**src/rtl/lsu_sequencer_if.sv**
```systemverilog
// Data-memory port of the load/store sequencer: valid/ready request channel
// plus a separate rvalid read-response channel.
interface lsu_sequencer_if #(
    parameter int ADDR_W = 32,
    parameter int DATA_W = 32
);
    logic              mem_req;
    logic              mem_we;
    logic [ADDR_W-1:0] mem_addr;
    logic [3:0]        mem_be;
    logic [DATA_W-1:0] mem_wdata;
    logic              mem_ready;
    logic              mem_rvalid;
    logic [DATA_W-1:0] mem_rdata;

    // Sequencer side: drives the request, receives the handshake and read data.
    modport master (
        output mem_req, mem_we, mem_addr, mem_be, mem_wdata,
        input  mem_ready, mem_rvalid, mem_rdata
    );

    // Memory side.
    modport slave (
        input  mem_req, mem_we, mem_addr, mem_be, mem_wdata,
        output mem_ready, mem_rvalid, mem_rdata
    );
endinterface

```
**src/rtl/lsu_sequencer.sv**
```systemverilog
// Load/store sequencer: takes one memory op from execute, stalls the pipe,
// runs it over the data-memory port and returns aligned/extended load data.
// Misaligned, illegal and timed-out accesses finish with a fault instead of hanging.
module lsu_sequencer #(
    parameter int ADDR_W  = 32,
    parameter int DATA_W  = 32,
    parameter int TIMEOUT = 16
) (
    input  logic              clk,
    input  logic              rst_n,
    input  logic              op_valid,
    input  logic              op_load,
    input  logic              op_store,
    input  logic [2:0]        funct3,
    input  logic [ADDR_W-1:0] addr,
    input  logic [DATA_W-1:0] store_data,
    output logic              stall,
    output logic              done,
    output logic [DATA_W-1:0] load_result,
    output logic              fault,
    output logic [1:0]        fault_cause,
    lsu_sequencer_if.master   mem
);

    localparam int CNT_W = (TIMEOUT > 1) ? $clog2(TIMEOUT) : 1;

    localparam logic [1:0] CAUSE_NONE     = 2'b00;
    localparam logic [1:0] CAUSE_MISALIGN = 2'b01;
    localparam logic [1:0] CAUSE_ILLEGAL  = 2'b10;
    localparam logic [1:0] CAUSE_TIMEOUT  = 2'b11;

    typedef enum logic [1:0] {S_IDLE, S_REQ, S_WAIT, S_DONE} state_e;

    state_e            state_q, state_d;
    logic [ADDR_W-1:0] addr_q, addr_d;
    logic [2:0]        f3_q, f3_d;
    logic              is_store_q, is_store_d;
    logic [3:0]        be_q, be_d;
    logic [DATA_W-1:0] wdata_q, wdata_d;
    logic [DATA_W-1:0] result_q, result_d;
    logic [1:0]        cause_q, cause_d;
    logic [CNT_W-1:0]  cnt_q, cnt_d;

    logic accept, illegal, misaligned, timed_out;

    assign accept     = op_valid && (op_load || op_store);
    assign illegal    = (op_load && op_store)
                     || (op_load && (funct3 == 3'b011 || funct3[2:1] == 2'b11))
                     || (op_store && funct3 > 3'b010);
    assign misaligned = (funct3[1:0] == 2'b10 && addr[1:0] != 2'b00)
                     || (funct3[1:0] == 2'b01 && addr[0]);
    assign timed_out  = (cnt_q == CNT_W'(TIMEOUT - 1));

    // Pick the addressed lane out of the read word and sign/zero extend it.
    function automatic logic [DATA_W-1:0] extract(input logic [DATA_W-1:0] w,
                                                  input logic [1:0]        lane,
                                                  input logic [2:0]        f3);
        logic [7:0]        b;
        logic [15:0]       h;
        logic [DATA_W-1:0] r;
        b = w[{lane, 3'b000} +: 8];
        h = lane[1] ? w[31:16] : w[15:0];
        case (f3)
            3'b000:  r = {{24{b[7]}}, b};
            3'b100:  r = {24'b0, b};
            3'b001:  r = {{16{h[15]}}, h};
            3'b101:  r = {16'b0, h};
            default: r = w;
        endcase
        extract = r;
    endfunction

    // State and captured-op registers; reset abandons any in-flight access.
    // NOTE: sequential state uses non-blocking assignments so every flop samples pre-edge values.
    always_ff @(posedge clk or negedge rst_n) begin
        if (!rst_n) begin
            state_q    <= S_IDLE;
            addr_q     <= '0;
            f3_q       <= '0;
            is_store_q <= 1'b0;
            be_q       <= '0;
            wdata_q    <= '0;
            result_q   <= '0;
            cause_q    <= CAUSE_NONE;
            cnt_q      <= '0;
        end else begin
            state_q    <= state_d;
            addr_q     <= addr_d;
            f3_q       <= f3_d;
            is_store_q <= is_store_d;
            be_q       <= be_d;
            wdata_q    <= wdata_d;
            result_q   <= result_d;
            cause_q    <= cause_d;
            cnt_q      <= cnt_d;
        end
    end

    // Next-state and output decode; bus fields only leave the block while in REQ.
    always_comb begin
        // NOTE: every comb output gets a default first so no path can infer a latch.
        state_d       = state_q;
        addr_d        = addr_q;
        f3_d          = f3_q;
        is_store_d    = is_store_q;
        be_d          = be_q;
        wdata_d       = wdata_q;
        result_d      = result_q;
        cause_d       = cause_q;
        cnt_d         = cnt_q;
        stall         = 1'b0;
        done          = 1'b0;
        load_result   = '0;
        fault         = 1'b0;
        fault_cause   = CAUSE_NONE;
        mem.mem_req   = 1'b0;
        mem.mem_we    = 1'b0;
        mem.mem_addr  = '0;
        mem.mem_be    = '0;
        mem.mem_wdata = '0;

        case (state_q)
            S_IDLE: begin
                if (accept) begin
                    stall      = 1'b1;
                    addr_d     = addr;
                    f3_d       = funct3;
                    is_store_d = op_store;
                    result_d   = '0;
                    cnt_d      = '0;
                    be_d       = 4'b1111;
                    wdata_d    = '0;
                    if (op_store) begin
                        case (funct3[1:0])
                            2'b00: begin
                                be_d    = 4'b0001 << addr[1:0];
                                wdata_d = {4{store_data[7:0]}};
                            end
                            2'b01: begin
                                be_d    = 4'b0011 << {addr[1], 1'b0};
                                wdata_d = {2{store_data[15:0]}};
                            end
                            default: wdata_d = store_data;
                        endcase
                    end
                    if (illegal) begin
                        cause_d = CAUSE_ILLEGAL;
                        state_d = S_DONE;
                    end else if (misaligned) begin
                        cause_d = CAUSE_MISALIGN;
                        state_d = S_DONE;
                    end else begin
                        cause_d = CAUSE_NONE;
                        state_d = S_REQ;
                    end
                end
            end
            S_REQ: begin
                stall         = 1'b1;
                mem.mem_req   = 1'b1;
                mem.mem_we    = is_store_q;
                mem.mem_addr  = {addr_q[ADDR_W-1:2], 2'b00};
                mem.mem_be    = be_q;
                mem.mem_wdata = wdata_q;
                if (mem.mem_ready) begin
                    if (is_store_q) begin
                        state_d = S_DONE;
                    end else if (mem.mem_rvalid) begin
                        result_d = extract(mem.mem_rdata, addr_q[1:0], f3_q);
                        state_d  = S_DONE;
                    end else begin
                        cnt_d   = '0;
                        state_d = S_WAIT;
                    end
                end else if (timed_out) begin
                    cause_d  = CAUSE_TIMEOUT;
                    result_d = '0;
                    state_d  = S_DONE;
                end else begin
                    cnt_d = cnt_q + CNT_W'(1);
                end
            end
            S_WAIT: begin
                stall = 1'b1;
                if (mem.mem_rvalid) begin
                    result_d = extract(mem.mem_rdata, addr_q[1:0], f3_q);
                    state_d  = S_DONE;
                end else if (timed_out) begin
                    cause_d  = CAUSE_TIMEOUT;
                    result_d = '0;
                    state_d  = S_DONE;
                end else begin
                    cnt_d = cnt_q + CNT_W'(1);
                end
            end
            S_DONE: begin
                done        = 1'b1;
                load_result = result_q;
                fault       = (cause_q != CAUSE_NONE);
                fault_cause = cause_q;
                state_d     = S_IDLE;
            end
            default: state_d = S_IDLE;
        endcase
    end

endmodule

```
**src/flat_wrapper.sv**
```systemverilog
// flat-port wrapper written by rule: the top's interface ports become plain ports
module lsu_sequencer_flat 
#(
    parameter int ADDR_W  = 32,
    parameter int DATA_W  = 32,
    parameter int TIMEOUT = 16
)
  (clk, rst_n, op_valid, op_load, op_store, funct3, addr, store_data, stall, done, load_result, fault, fault_cause, mem_mem_req, mem_mem_we, mem_mem_addr, mem_mem_be, mem_mem_wdata, mem_mem_ready, mem_mem_rvalid, mem_mem_rdata);
  lsu_sequencer_if #(.ADDR_W(ADDR_W), .DATA_W(DATA_W)) mem_i ();
  input  logic clk;
  input  logic rst_n;
  input  logic op_valid;
  input  logic op_load;
  input  logic op_store;
  input  logic [2:0] funct3;
  input  logic [ADDR_W-1:0] addr;
  input  logic [DATA_W-1:0] store_data;
  output logic stall;
  output logic done;
  output logic [DATA_W-1:0] load_result;
  output logic fault;
  output logic [1:0] fault_cause;
  output wire logic [$bits(mem_i.mem_req)-1:0] mem_mem_req;
  output wire logic [$bits(mem_i.mem_we)-1:0] mem_mem_we;
  output wire logic [$bits(mem_i.mem_addr)-1:0] mem_mem_addr;
  output wire logic [$bits(mem_i.mem_be)-1:0] mem_mem_be;
  output wire logic [$bits(mem_i.mem_wdata)-1:0] mem_mem_wdata;
  input wire logic [$bits(mem_i.mem_ready)-1:0] mem_mem_ready;
  input wire logic [$bits(mem_i.mem_rvalid)-1:0] mem_mem_rvalid;
  input wire logic [$bits(mem_i.mem_rdata)-1:0] mem_mem_rdata;
  assign mem_mem_req = mem_i.mem_req;
  assign mem_mem_we = mem_i.mem_we;
  assign mem_mem_addr = mem_i.mem_addr;
  assign mem_mem_be = mem_i.mem_be;
  assign mem_mem_wdata = mem_i.mem_wdata;
  assign mem_i.mem_ready = mem_mem_ready;
  assign mem_i.mem_rvalid = mem_mem_rvalid;
  assign mem_i.mem_rdata = mem_mem_rdata;
  lsu_sequencer #(.ADDR_W(ADDR_W), .DATA_W(DATA_W), .TIMEOUT(TIMEOUT)) u_core (.clk(clk), .rst_n(rst_n), .op_valid(op_valid), .op_load(op_load), .op_store(op_store), .funct3(funct3), .addr(addr), .store_data(store_data), .stall(stall), .done(done), .load_result(load_result), .fault(fault), .fault_cause(fault_cause), .mem(mem_i));
endmodule
```
**config.mk**
```make
export PLATFORM = sky130hd
export DESIGN_NAME = lsu_sequencer_flat
export DESIGN_NICKNAME = d
export VERILOG_FILES = /design/src/rtl/lsu_sequencer_if.sv /design/src/rtl/lsu_sequencer.sv /design/src/flat_wrapper.sv
export SDC_FILE = /design/constraint.sdc
export NUM_CORES = 1
export LEC_CHECK = 0
export BUFFER_PORTS_ARGS = -buffer_cell sky130_fd_sc_hd__buf_4
export CORE_MARGIN = 2
export CORE_UTILIZATION = 35
export DETAILED_ROUTE_END_ITERATION = 10
export MAX_ROUTING_LAYER = met4
export SLEW_MARGIN = 20
export SYNTH_ARGS = -nofsm -noshare
export SYNTH_HDL_FRONTEND = slang
export SYNTH_SLANG_ARGS = --single-unit
```
**constraint.sdc**
```tcl
create_clock -name clk -period 2.1 [get_ports clk]
set_input_delay 0.21 -clock clk [delete_from_list [all_inputs] [get_ports clk]]
set_output_delay 0.21 -clock clk [all_outputs]
set_load 0.05 [all_outputs]
```
# After elaboration in Yosys (flattened, before gate mapping)
# Cells that the tools add are included.
[word_totals]
ff_bits = 112
latch_bits = 0
mem_bits_rw = 0
romBits = 0
inputBits = 106
out_inout_bits = 107
wordCells = 100
n_memories = 0
[op_classes]
n_addsub = 1
n_mul = 0
div = 0
n_lt_le_gt_ge = 1
eq_ne = 17
n_shift = 3
muxes = 47
bitwise = 0
n_reduce_logical = 22
[ops]
columns = ["op", "n"]
rows = [
  ["two-way mux 32 bit", 10],
  ["one-hot mux 32 bit (4 select lines)", 1],
  ["one-hot mux 32 bit (3 select lines)", 1],
  ["one-hot mux 32 bit (2 select lines)", 1],
  ["two-way mux 4 bit", 8],
  ["variable part select 32 x 6 -> 8 bit", 1],
  ["two-way mux 2 bit", 13],
  ["two-way mux 16 bit", 1],
  ["one-hot mux 4 bit (3 select lines)", 1],
  ["!= test 3 bit (second input constant)", 3],
  ["== test 2 bit (second input constant)", 4],
  ["one-hot mux 2 bit (4 select lines)", 1],
  ["one-hot mux 4 bit (2 select lines)", 1],
  ["AND reduction 4 bit", 2],
  ["two-way mux 1 bit", 7],
  ["== test 3 bit (second input constant)", 2],
  ["logical AND 1 bit", 6],
  ["one-hot mux 2 bit (3 select lines)", 1],
  ["logical OR 1 bit", 5],
  ["AND reduction 5 bit", 1],
  ["adder 4 x 1 -> 4 bit (second input constant)", 1],
  ["== test 2 x 1 -> 1 bit (second input constant)", 2],
  ["== test 4 bit (second input constant)", 1],
  ["zero test 2 bit", 2],
  ["other kinds (13)", 15],
]

# Depth between registers and ports, before layout
[logic_depth]
ltp_word = 8
mapped_depth = 8
mapped_depth_nobuf = 6

# Worst setup path before layout
# OpenSTA, ideal clock, no wires.
[synth_path]
path_type = "reg-to-output"
start = "register u_core.state_q[1]"
end = "output mem_mem_wdata[11]"
arrival_time_ns = 2.196
path_slack_ns = -0.306
stages_incl_launch_ff = 7
path_buffers = 3
path_cell_list = "dfrtp_1 > inv_1 > ha_1 > clkbuf_1 > clkbuf_1 > clkbuf_1 > and2_1"
[synth_between]
elab_chain_len = 2
[synth_rtl]
columns = ["element", "line", "rtl"]
rows = [
  ["start: declaration", "lsu_sequencer.sv:34", "state_e state_q, state_d;"],
  ["start signal: assignment", "lsu_sequencer.sv:87", "state_q <= state_d;"],
  ["== test 2 x 1 -> 1 bit", "lsu_sequencer.sv:122", "case (state_q)"],
  ["two-way mux 32 bit", "lsu_sequencer.sv:122", ""],
  ["end: declaration", "flat_wrapper.sv:27", "output wire logic [$bits(mem_i.mem_wdata)-1:0] mem_mem_wdata;"],
]
# Every way passes these cells.

# Worst setup path after layout
[layout_path]
start = "register u_core.state_q[0]"
end = "output fault"
[layout_between]
elab_chain_len = 2
[layout_rtl]
columns = ["element", "line", "rtl"]
rows = [
  ["== test 2 bit", "lsu_sequencer.sv:122", ""],
  ["two-way mux 1 bit", "lsu_sequencer.sv:122", ""],
  ["end: declaration", "flat_wrapper.sv:21", "output logic fault;"],
]
# Every way passes these cells.

==> results.json <==
{
  "numCtsBuffers": 9,
  "cp-start-kind": "flop",
  "layout_cells_sized_above_1_pct": 33.5,
  "grt_setup_unrepaired": "yes",
  "synth_top_cells_by_area": "sky130_fd_sc_hd__dfrtp_1 (44%), sky130_fd_sc_hd__nand2_1 (11%), sky130_fd_sc_hd__and2_1 (10%)",
  "fin_clk_skew_ns": 0.00922,
  "powerDensity_mw_per_mm2": 1460,
  "maximum_number_of_pins_on_one_net_before_global_route_repair": 69,
  "synth_async_sr_flop_share_pct": 100,
  "die_area_mm2": 0.0191,
  "synth_area_per_cell_um2": 8.69,
  "max_slew_margin_pct": 60.9,
  "post_drt_wl_per_cell_um": 16.2,
  "seq_area_frac_synth_pct": 44.4,
  "drt-initial-drc-count": 277,
  "yosys.area.top_type": "sky130_fd_sc_hd__dfrtp_1",
  "yosys_register_bits": 112,
  "critPathCaptureType": "primary output",
  "drt-total-wl_um": 18800,
  "synthesis.instances": 726,
  "worst-slew-pin-transition_ns": 0.571,
  "postLayoutCoreUtil_pct": 48.3,
  "fill_cells": 1733,
  "rr_worst_depth": 6,
  "h-tree-depth": 3,
  "grt_pass1_vias": 5797,
  "vdd_ir_drop_max_mv": 0.654,
  "layout_common_cells": "sky130_fd_sc_hd__buf_4 (232), sky130_fd_sc_hd__nand2_1 (192), sky130_fd_sc_hd__dfrtp_1 (112)",
  "final-hold-violation-count": 0,
  "crit_type": "reg2out",
  "io_buffer_count": 210,
  "static-leakage-power_nw": 4.31,
  "worst_skew_pair_later_pin_latency_ns": 0.35,
  "cp_cell_sequence": "ha_2 > buf_4 > and2_1 > or2_2 > buf_4",
  "grt_pass1_wl_um": 30800,
  "synth-edff-count": 0,
  "worst-path-stages": 5,
  "groute.usage.overall_pct": 20.4,
  "detailroute.via_count": 5804,
  "min_period_ns": 2.07,
  "floorplan.die.height_um": 138,
  "clkSinkCount": 112,
  "cp_data_required_time_ns": 1.89,
  "worst_path_max_delay_cell": "sky130_fd_sc_hd__dfrtp_1",
  "dominantRegCellSynth": "sky130_fd_sc_hd__dfrtp_1",
  "fmax_mhz": 483,
  "clock_path_buffers": 2,
  "clock_tree_from_tritoncts": "done",
  "routed_via_density": 5.01,
  "drc": 0,
  "die_x_um": 138,
  "finalSetupViolCount": 0,
  "status": "complete, no violations",
  "grt_antenna_before_repair": 0,
  "antenna-diode-count": 0,
  "floorplan.initialDensity_pct": 35.4,
  "setup_total_negative_slack_ns": 0,
  "critPathBufInv": 2,
  "grt_overflow": 0,
  "globalplace.congestion": 0.840,
  "ys.warnings.count": 0,
  "path_delay_family": "simple AND/OR/NAND/NOR gates",
  "numnets_final": 1037,
  "synth.top_cell.area_share_pct": 44.4,
  "crit_fanout": 22,
  "crit_path_max_incr_delay_ns": 0.42,
  "worst_ep_arrival_time_ns": 1.86,
  "area.growth.synth_to_final_pct": 36.5,
  "drv_cap": 0,
  "postRouteAntennaNets": 0,
  "cts-root-buf": "sky130_fd_sc_hd__clkbuf_16",
  "worst_setup_hold_path_clk_slew_ns": 0.07,
  "synth.cell_area_mm2": 0.00631,
  "drt-pass1-iter-count": 5,
  "layout_commonest_cell": "sky130_fd_sc_hd__buf_4",
  "io-pin-count": 213,
  "placement_rows": 49,
  "design.core.area_mm2": 0.0178,
  "dp_hpwl_um": 13600,
  "path_common_cell": "sky130_fd_sc_hd__buf_4",
  "yosys.cell_types.count": 58,
  "instance_count_along_the_most_critical_hold_path": 3,
  "final_max_slew_viol_count": 0,
  "timing.final.crit_share_pct": 98.6,
  "hp-class": "in2reg"
}
flip-flops by register name, summed over array words and instances (netlist names):
signal and count:
u_core.state_q 2, u_core.cause_q 2, u_core.f3_q 3, u_core.result_q 32, u_core.be_q 4, u_core.cnt_q 4
u_core.wdata_q 32, u_core.addr_q 32, u_core.is_store_q 1
synthesized netlist by cell type, drive strengths merged (4+ instances only):
| master | n |
|---|---|
| a21oi | 31 |
| a22o | 32 |
| a22oi | 8 |
| and2 | 102 |
| buf | 11 |
| clkbuf | 42 |
| dfrtp | 112 |
| ha | 7 |
| inv | 9 |
| mux2 | 23 |
| mux2i | 17 |
| nand2 | 192 |
| nand2b | 6 |
| nor2 | 24 |
| nor2b | 4 |
| o21a | 4 |
| o21ai | 51 |
| o221ai | 6 |
| o2bb2ai | 7 |
layout make-up:
type                            count  area [um2]  area share (%)
Multi-Input combinational cell    553        3320            38.6
Sequential cell                   112        2800            32.6
Timing Repair Buffer              239        1860            21.6
Tap cell                          229         287            3.33
Clock buffer                       14         264            3.07
Clock inverter                      2        37.5           0.436
Inverter                            9        33.8           0.392
logic make-up after synthesis:
group / count (synthesis) / synth area share (%)
flip-flops: 112 / 44.4
AND/OR/NAND/NOR: 338 / 25.0
buffers and inverters: 62 / 4.07
AO/OA/AOI/OAI: 166 / 18.2
multiplexers: 40 / 6.80
adder cells (fa/ha/maj): 7 / 1.39
other: 1 / 0.0595
stage by stage:
step           instance area, um2  total power [mW]  cells  setup slack, ns  hold WS (ns)
2_1_floorplan                6340              8.48    727           -0.166       -0.0856
3_3_place_gp                 8230              10.6   1138           0.0831         0.184
3_5_place_dp                 8230              10.7   1138          -0.0107         0.190
4_1_cts                      8610              12.7   1158          0.00884        0.0300
5_1_grt                      8610              13.5   1158          -0.0588        0.0460
6_report                     8610              12.6   1158           0.0300        0.0459
layer usage:
layer	track usage [%]	up-vias	wire [um]
li1	-	2844	-
met1	27.7	2756	8590
met2	31.3	187	8750
met3	4.33	17	1160
met4	5.10	0	250
met5	-	-	0
power by group:
group	total, mW	switching [mW]	internal [mW]
registers	3.67	0.584	3.08
clock network	1.78	0.784	0.994
logic	7.13	4.51	2.62
worst min-delay path, stage by stage:
cell and delay, ns:
sky130_fd_sc_hd__buf_4 0.07, sky130_fd_sc_hd__nand2_1 0.04, sky130_fd_sc_hd__nand2_1 0.04
repair_timing:
item / in CTS / in global routing
cloned: 0 / 0
setup endpoints to repair: 77 / 100
hold buffers: 1 / 0
endpoints found under the hold margin: 29 / 0
pin swaps: 0 / 1
gates resized for setup: 8 / 3
setup buffers: 3 / 0
final timing paths:
check	endpoint	slack, ns	start
max in group asynchronous	u_core.result_q[21]	1.03	rst_n
setup / recovery	fault	0.03	u_core.state_q[0]
min in group asynchronous	u_core.wdata_q[22]	0.36	rst_n
hold reg to reg	u_core.addr_q[7]	0.47	u_core.addr_q[7]
hold / removal	u_core.addr_q[28]	0.05	addr[28]
setup reg to reg	u_core.cause_q[0]	0.09	u_core.state_q[1]
Power figures use the tool's default switching activity.
